$ cat config.mk
export PLATFORM = sky130hd
export DESIGN_NAME = regfile_flat
export DESIGN_NICKNAME = d
export VERILOG_FILES = /design/src/rtl/regfile_if.sv /design/src/rtl/regfile.sv /design/src/flat_wrapper.sv
export SDC_FILE = /design/constraint.sdc
export NUM_CORES = 2
export LEC_CHECK = 0
export CAP_MARGIN = 20
export CORE_MARGIN = 3
export CORE_UTILIZATION = 57
export CTS_CLUSTER_SIZE = 24
export DETAILED_ROUTE_END_ITERATION = 7
export PLACE_DENSITY = 0.76
export SETUP_SLACK_MARGIN = 0.5
export SLEW_MARGIN = 10
export SYNTH_ARGS = -nofsm -noshare
export SYNTH_HDL_FRONTEND = slang
export SYNTH_SLANG_ARGS = --single-unit
$ cat constraint.sdc
create_clock -name clk -period 2.1 [get_ports clk]
set_input_delay 0.21 -clock clk [delete_from_list [all_inputs] [get_ports clk]]
set_output_delay 0.21 -clock clk [all_outputs]
set_load 0.005 [all_outputs]
$ cat src/rtl/regfile_if.sv
// Register-file port bundle: one write-back port, two read ports and the commit counter.
// The master side drives write-back and read requests; the slave side returns read data.
interface regfile_if;
  logic [31:0] wb_wr_data;
  logic [4:0]  wb_wr_address;
  logic        wb_wr_enable;
  logic        rd1_enable;
  logic [4:0]  rd1_address;
  logic [31:0] rd1_data;
  logic        rd2_enable;
  logic [4:0]  rd2_address;
  logic [31:0] rd2_data;
  logic [31:0] wb_count;

  modport master (
    output wb_wr_data, wb_wr_address, wb_wr_enable,
    output rd1_enable, rd1_address, rd2_enable, rd2_address,
    input  rd1_data, rd2_data, wb_count
  );

  modport slave (
    input  wb_wr_data, wb_wr_address, wb_wr_enable,
    input  rd1_enable, rd1_address, rd2_enable, rd2_address,
    output rd1_data, rd2_data, wb_count
  );
endinterface

$ cat src/rtl/regfile.sv
// 32 x 32-bit register file: r0 hard-wired to zero, two combinational read ports with
// write-through bypass, and a wrapping count of committed writes.
module regfile (
  input  logic      clk,
  input  logic      rst_n,
  regfile_if.slave  bus
);

  logic [31:0] regs [32];
  logic [31:0] wb_count_q;
  logic        commit;

  assign commit = rst_n && bus.wb_wr_enable && (bus.wb_wr_address != 5'd0);

  always_ff @(posedge clk or negedge rst_n) begin
    if (!rst_n) begin
      for (int i = 0; i < 32; i++) regs[i] <= 32'd0;
      wb_count_q <= 32'd0;
    end else if (commit) begin
      regs[bus.wb_wr_address] <= bus.wb_wr_data;
      wb_count_q              <= wb_count_q + 32'd1;
    end
  end

  // commit already folds in rst_n and the r0 check, so a bypass hit is just an address match
  function automatic logic [31:0] read_port(input logic en, input logic [4:0] addr);
    logic [31:0] data;
    data = 32'd0;
    if (rst_n && en && (addr != 5'd0)) begin
      if (commit && (addr == bus.wb_wr_address)) data = bus.wb_wr_data;
      else                                       data = regs[addr];
    end
    return data;
  endfunction

  always_comb begin
    bus.rd1_data = read_port(bus.rd1_enable, bus.rd1_address);
    bus.rd2_data = read_port(bus.rd2_enable, bus.rd2_address);
  end

  assign bus.wb_count = wb_count_q;

endmodule

$ cat src/flat_wrapper.sv
// flat-port wrapper written by rule: the top's interface ports become plain ports
module regfile_flat 
  (clk, rst_n, bus_wb_wr_data, bus_wb_wr_address, bus_wb_wr_enable, bus_rd1_enable, bus_rd1_address, bus_rd2_enable, bus_rd2_address, bus_rd1_data, bus_rd2_data, bus_wb_count);
  regfile_if bus_i ();
  input  logic clk;
  input  logic rst_n;
  input wire logic [$bits(bus_i.wb_wr_data)-1:0] bus_wb_wr_data;
  input wire logic [$bits(bus_i.wb_wr_address)-1:0] bus_wb_wr_address;
  input wire logic [$bits(bus_i.wb_wr_enable)-1:0] bus_wb_wr_enable;
  input wire logic [$bits(bus_i.rd1_enable)-1:0] bus_rd1_enable;
  input wire logic [$bits(bus_i.rd1_address)-1:0] bus_rd1_address;
  input wire logic [$bits(bus_i.rd2_enable)-1:0] bus_rd2_enable;
  input wire logic [$bits(bus_i.rd2_address)-1:0] bus_rd2_address;
  output wire logic [$bits(bus_i.rd1_data)-1:0] bus_rd1_data;
  output wire logic [$bits(bus_i.rd2_data)-1:0] bus_rd2_data;
  output wire logic [$bits(bus_i.wb_count)-1:0] bus_wb_count;
  assign bus_i.wb_wr_data = bus_wb_wr_data;
  assign bus_i.wb_wr_address = bus_wb_wr_address;
  assign bus_i.wb_wr_enable = bus_wb_wr_enable;
  assign bus_i.rd1_enable = bus_rd1_enable;
  assign bus_i.rd1_address = bus_rd1_address;
  assign bus_i.rd2_enable = bus_rd2_enable;
  assign bus_i.rd2_address = bus_rd2_address;
  assign bus_rd1_data = bus_i.rd1_data;
  assign bus_rd2_data = bus_i.rd2_data;
  assign bus_wb_count = bus_i.wb_count;
  regfile u_core (.clk(clk), .rst_n(rst_n), .bus(bus_i));
endmodule
* Word level (Yosys, flattened, before mapping)
Index checks and enable logic that the tools add are counted.
Cells by class: $add $sub $neg 1, $lt $le $gt $ge 4, equal/unequal tests 2, multiplexer cells 13, bitwise logic cells 3, reductions and logical operators 12
Operator list (number):
- $bwmux W1024 | 1
- $bmux W32 S5 | 2
- $mux W32 | 9
- $demux W32 S5 | 1
- $add A32 B1 Y32 const B | 1
- $ge A6 B6 Y1 const B | 3
- $not A5 Y6 | 3
- $reduce_bool A5 Y1 | 3
- $eq A5 B5 Y1 | 2
- $logic_and A1 B1 Y1 | 9
- $lt A6 B1 Y1 const B | 1
Word-level totals: flip-flop bits (word level) 1056, input port bits 52, output and inout bits 96, word-level logic and storage cells 68

* Longest topological paths before layout
word-level depth 6, gate-level depth with buffers 10

* Worst setup path after synthesis
Ideal clock, no wire load.
kind input port to output port, from in bus_rd2_address[0], to out bus_rd2_data[9], arrival 2021 ps, data required time 1890 ps, setup slack -131 ps, stages on the path 9, cells stage by stage buf_2 -> buf_2 -> buf_2 -> buf_2 -> mux4_2 -> a22oi_1 -> o21ai_0 -> a32oi_1 -> nand2_1
Between the ends: word-level cells in the longest chain between the ends 6
RTL lines:
- start, declared | line flat_wrapper.sv:13 | input wire logic [$bits(bus_i.rd2_address)-1:0] bus_rd2_address;
- $not A5 Y6 (not written as such) | line regfile.sv:31 | else data = regs[addr];
- $bmux W32 S5 | line regfile.sv:31
- $mux W32 (not written as such) (2 in a row) | line regfile.sv:31
- $mux W32 | line regfile.sv:30 | if (commit && (addr == bus.wb_wr_address)) data = bus.wb_wr_data;
- $mux W32 (*) | line regfile.sv:29 | if (rst_n && en && (addr != 5'd0)) begin
- end, declared | line flat_wrapper.sv:15 | output wire logic [$bits(bus_i.rd2_data)-1:0] bus_rd2_data;
Mark *: on every way between the ends. The rest lies on a longest branch, timed or not. The select of a mux whose other input is x is not followed.

* Worst setup path in the final report
from reg u_core.regs[466] (netlist bit), to out bus_rd2_data[18]
Between the ends: word-level cells in the longest chain between the ends 5
RTL lines:
- start, declared | line regfile.sv:9 | logic [31:0] regs [32];
- start signal, assigned by index | line regfile.sv:20 | regs[bus.wb_wr_address] <= bus.wb_wr_data;
- $bmux W32 S5 | line regfile.sv:31
- $mux W32 (not written as such) (2 in a row) | line regfile.sv:31
- $mux W32 | line regfile.sv:30
- $mux W32 | line regfile.sv:29
Every way passes these cells. The select of a mux whose other input is x is not followed.

==> impl_metrics.env <==
export IMPL_yosysWarningCount=0
export IMPL_maxCapViolCount=0
export IMPL_core_area_um2=97280
export IMPL_grt_pass1_wl_mm=281.7
export IMPL_synth_nets=3905
export IMPL_yosys_area_top_type_share_pct=47.03
export IMPL_avgRoutedWirePerCell_um=32.47
export IMPL_critPathRequiredTime_ps=1890
export IMPL_muxShareOfSynthArea_pct=42.33
export IMPL_clock_path_buffers=3
export IMPL_hp_class="in2async"
export IMPL_finalSetupViolations=64
export IMPL_p_per_area_nw_per_um2=808.5
export IMPL_hold_ws_ps=-141.0
export IMPL_power_leakage_nw=33.44
export IMPL_reg2reg_depth=8
export IMPL_yosysUniqueCellTypes=57
export IMPL_finalPower_mw=58.04
export IMPL_syn_to_final_growth_pct=27.77
export IMPL_clock_sinks=1056
export IMPL_fmax_ghz=0.3401
export IMPL_nets=4669
export IMPL_synth_compound_area_share_pct=3.864
export IMPL_synth_simple_area_share_pct=2.779
export IMPL_syn_area_um2=56190
export IMPL_fin_skew_ps=5.577
export IMPL_ys_seq_area_share_pct=47.03
export IMPL_final_antenna_net_count=0
export IMPL_synth_xor_area_share_pct=0.6391
export IMPL_synthAdderAreaFrac_pct=0.02227
export IMPL_mostFrequentLayoutCell="dfrtp_1"
export IMPL_synth_edf_count=0
export IMPL_r2r_start="u_core.bus.wb_count[3]"
export IMPL_pin_count=148
export IMPL_layout_drive_gt1_share_pct=60.82
export IMPL_hpwl_mm=123.0
export IMPL_fin_setup_tns_ps=-37080
export IMPL_drt_initial_drc_count=5173
export IMPL_vias=41470
export IMPL_cts_root_buf="clkbuf_16"
export IMPL_grt_pass1_vias=42850
export IMPL_htree_levels=3
export IMPL_antenna_found_initial=3
export IMPL_syn_area_per_cell_um2=14.59
export IMPL_die_h_um=320.0
export IMPL_routed_wl_mm=194.3
export IMPL_path_class="reg2out"
export IMPL_viasPerCell=6.931
export IMPL_initial_core_util_pct=57.76
export IMPL_max_slew_margin_pct=33.73
export IMPL_synth_top_family_by_area="multiplexers"
export IMPL_outcome="finished with violations"
export IMPL_synth_area_leaders="dfrtp_1, mux2_2, mux4_2, mux2i_1, clkbuf_1"
export IMPL_die_w_um=320.0
export IMPL_ys_ff_latch=1056
export IMPL_ctsHoldBuffers=2
export IMPL_fin_cells=5983
export IMPL_grt_use_total_pct=37.15
export IMPL_period_share_pct=140.0
export IMPL_tightest_slew_ps=994.1
export IMPL_rrSetupSlack_ps=310
export IMPL_rows=114
export IMPL_dieArea_um2=102400
export IMPL_arrival_ps=2730
export IMPL_mostFrequentLayoutCells="dfrtp_1, mux2_2, buf_4, mux4_2, buf_12"
export IMPL_antenna_cells=0
export IMPL_regToRegEndpoint="u_core.bus.wb_count[21]"
export IMPL_ir_drop_v=0.0007637
export IMPL_clkSlewWorstSetupHoldPaths_ps=60
export IMPL_async_flop_share_pct=100.0
export IMPL_grt_max_degree=178
export IMPL_cts_tree="yes"
export IMPL_violations="hold timing, setup timing"
export IMPL_grt_overflow=0
export IMPL_end_kind="output port"
export IMPL_slew_viol_final=0
export IMPL_port_buffers=147
export IMPL_drt_pass1_iter_count=6
export IMPL_synth_top_area_cell="dfrtp_1"
export IMPL_synthCells=3852
export IMPL_insertion_delay_ps=700
export IMPL_worstSetupStartpointType="register"
export IMPL_routabilityCongestion=0.9154
export IMPL_fin_ws_ps=-840.5
export IMPL_cts_made_buffers=110
export IMPL_rsz0062_at_grt="true"
export IMPL_path_max_fanout=3
export IMPL_route_detailed_drc=0
export IMPL_min_period_ps=2940
export IMPL_place_ws_ps=-999.5
export IMPL_dp_cells=5642
export IMPL_synthFlopType="dfrtp_1"
export IMPL_hold_viol_final=70
-- final cells by class --
| class | count | area [µm²] |
|---|---|---|
| multi-input cells | 2358 | 29090 |
| flip-flops and latches | 1056 | 26430 |
| fillers | 5769 | 25490 |
| repair buffers | 1082 | 10780 |
| clock buffers | 150 | 3166 |
| well taps | 1276 | 1597 |
| clock inverters | 53 | 695.7 |
| inverters | 8 | 33.78 |
-- repair_timing --
item / 4_1_cts / 5_1_grt
endpoints found under the setup margin: 227 / 778
pin swaps: 156 / 83
setup buffers: 81 / 41
gates resized for setup: 470 / 102
hold endpoints to repair: 100 / 70
cloned: 1 / 13
-- per-layer routing --
metal | vias up | routed length (µm) | GRT usage [%]
met3 | 664 | 24540 | 10.61
met2 | 2775 | 87210 | 55.98
met4 | 2 | 11490 | 18.24
li1 | 16300 | - | -
met5 | - | 9 | 0.1852
met1 | 21730 | 71020 | 50.10
-- cell usage after synthesis, drive strengths merged, types with 32 or more instances --
master / count
buf: 171
xnor2: 32
o22ai: 59
mux2: 1005
nor2: 69
nand2: 169
mux4: 481
a22oi: 45
a21oi: 67
dfrtp: 1056
clkbuf: 259
o21ai: 48
mux2i: 163
nand3: 33
-- per-stage QoR --
step	util (%)	instance area, µm²
global route	73.80	71790
CTS	72.74	70760
global placement	67.66	65820
floorplan	-	57050
detailed placement	67.66	65820
finish	73.80	71790
-- kinds of logic after synthesis --
family | Yosys count
AO/OA/AOI/OAI | 322
XOR/XNOR | 41
multiplexers | 1649
AND/OR/NAND/NOR | 345
adder cells (fa/ha/maj) | 1
buffers and inverters | 438
flip-flops | 1056
-- flip-flops by register name (all words and copies together), names as in the netlist --
signal,count
u_core.regs,1024
u_core.bus.wb_count,32
-- where the power goes --
| part | switching, mW | total (mW) | leakage (nW) | internal, mW |
|---|---|---|---|---|
| logic | 5.09 | 12.3 | 17.5 | 7.20 |
| clock network | 8.56 | 20.9 | 1.90 | 12.4 |
| registers | 1.88 | 24.8 | 14.1 | 22.9 |
-- how the worst max path moves through the flow --
stage	startpoint	to	slack, ps	cells after the start
finish	u_core.regs[466]	bus_rd2_data[18]	-840	7
global route	u_core.regs[466]	bus_rd2_data[18]	-910	7
CTS	u_core.regs[466]	bus_rd2_data[18]	-840	7
detailed placement	bus_wb_wr_address[4]	bus_rd2_data[31]	-1000	8
global placement	bus_wb_wr_address[4]	bus_rd2_data[23]	-990	9
floorplan	bus_rd1_address[0]	bus_rd1_data[12]	170	6
-- worst max-delay path, cell delays in order, from the launching register on --
cell,delay (ps)
dfrtp_1,400
mux4_2,470
mux2_4,290
a221oi_2,240
buf_4,190
nor4_2,60
a21o_1,210
buf_2,140
(Power assumes the default switching activity.)
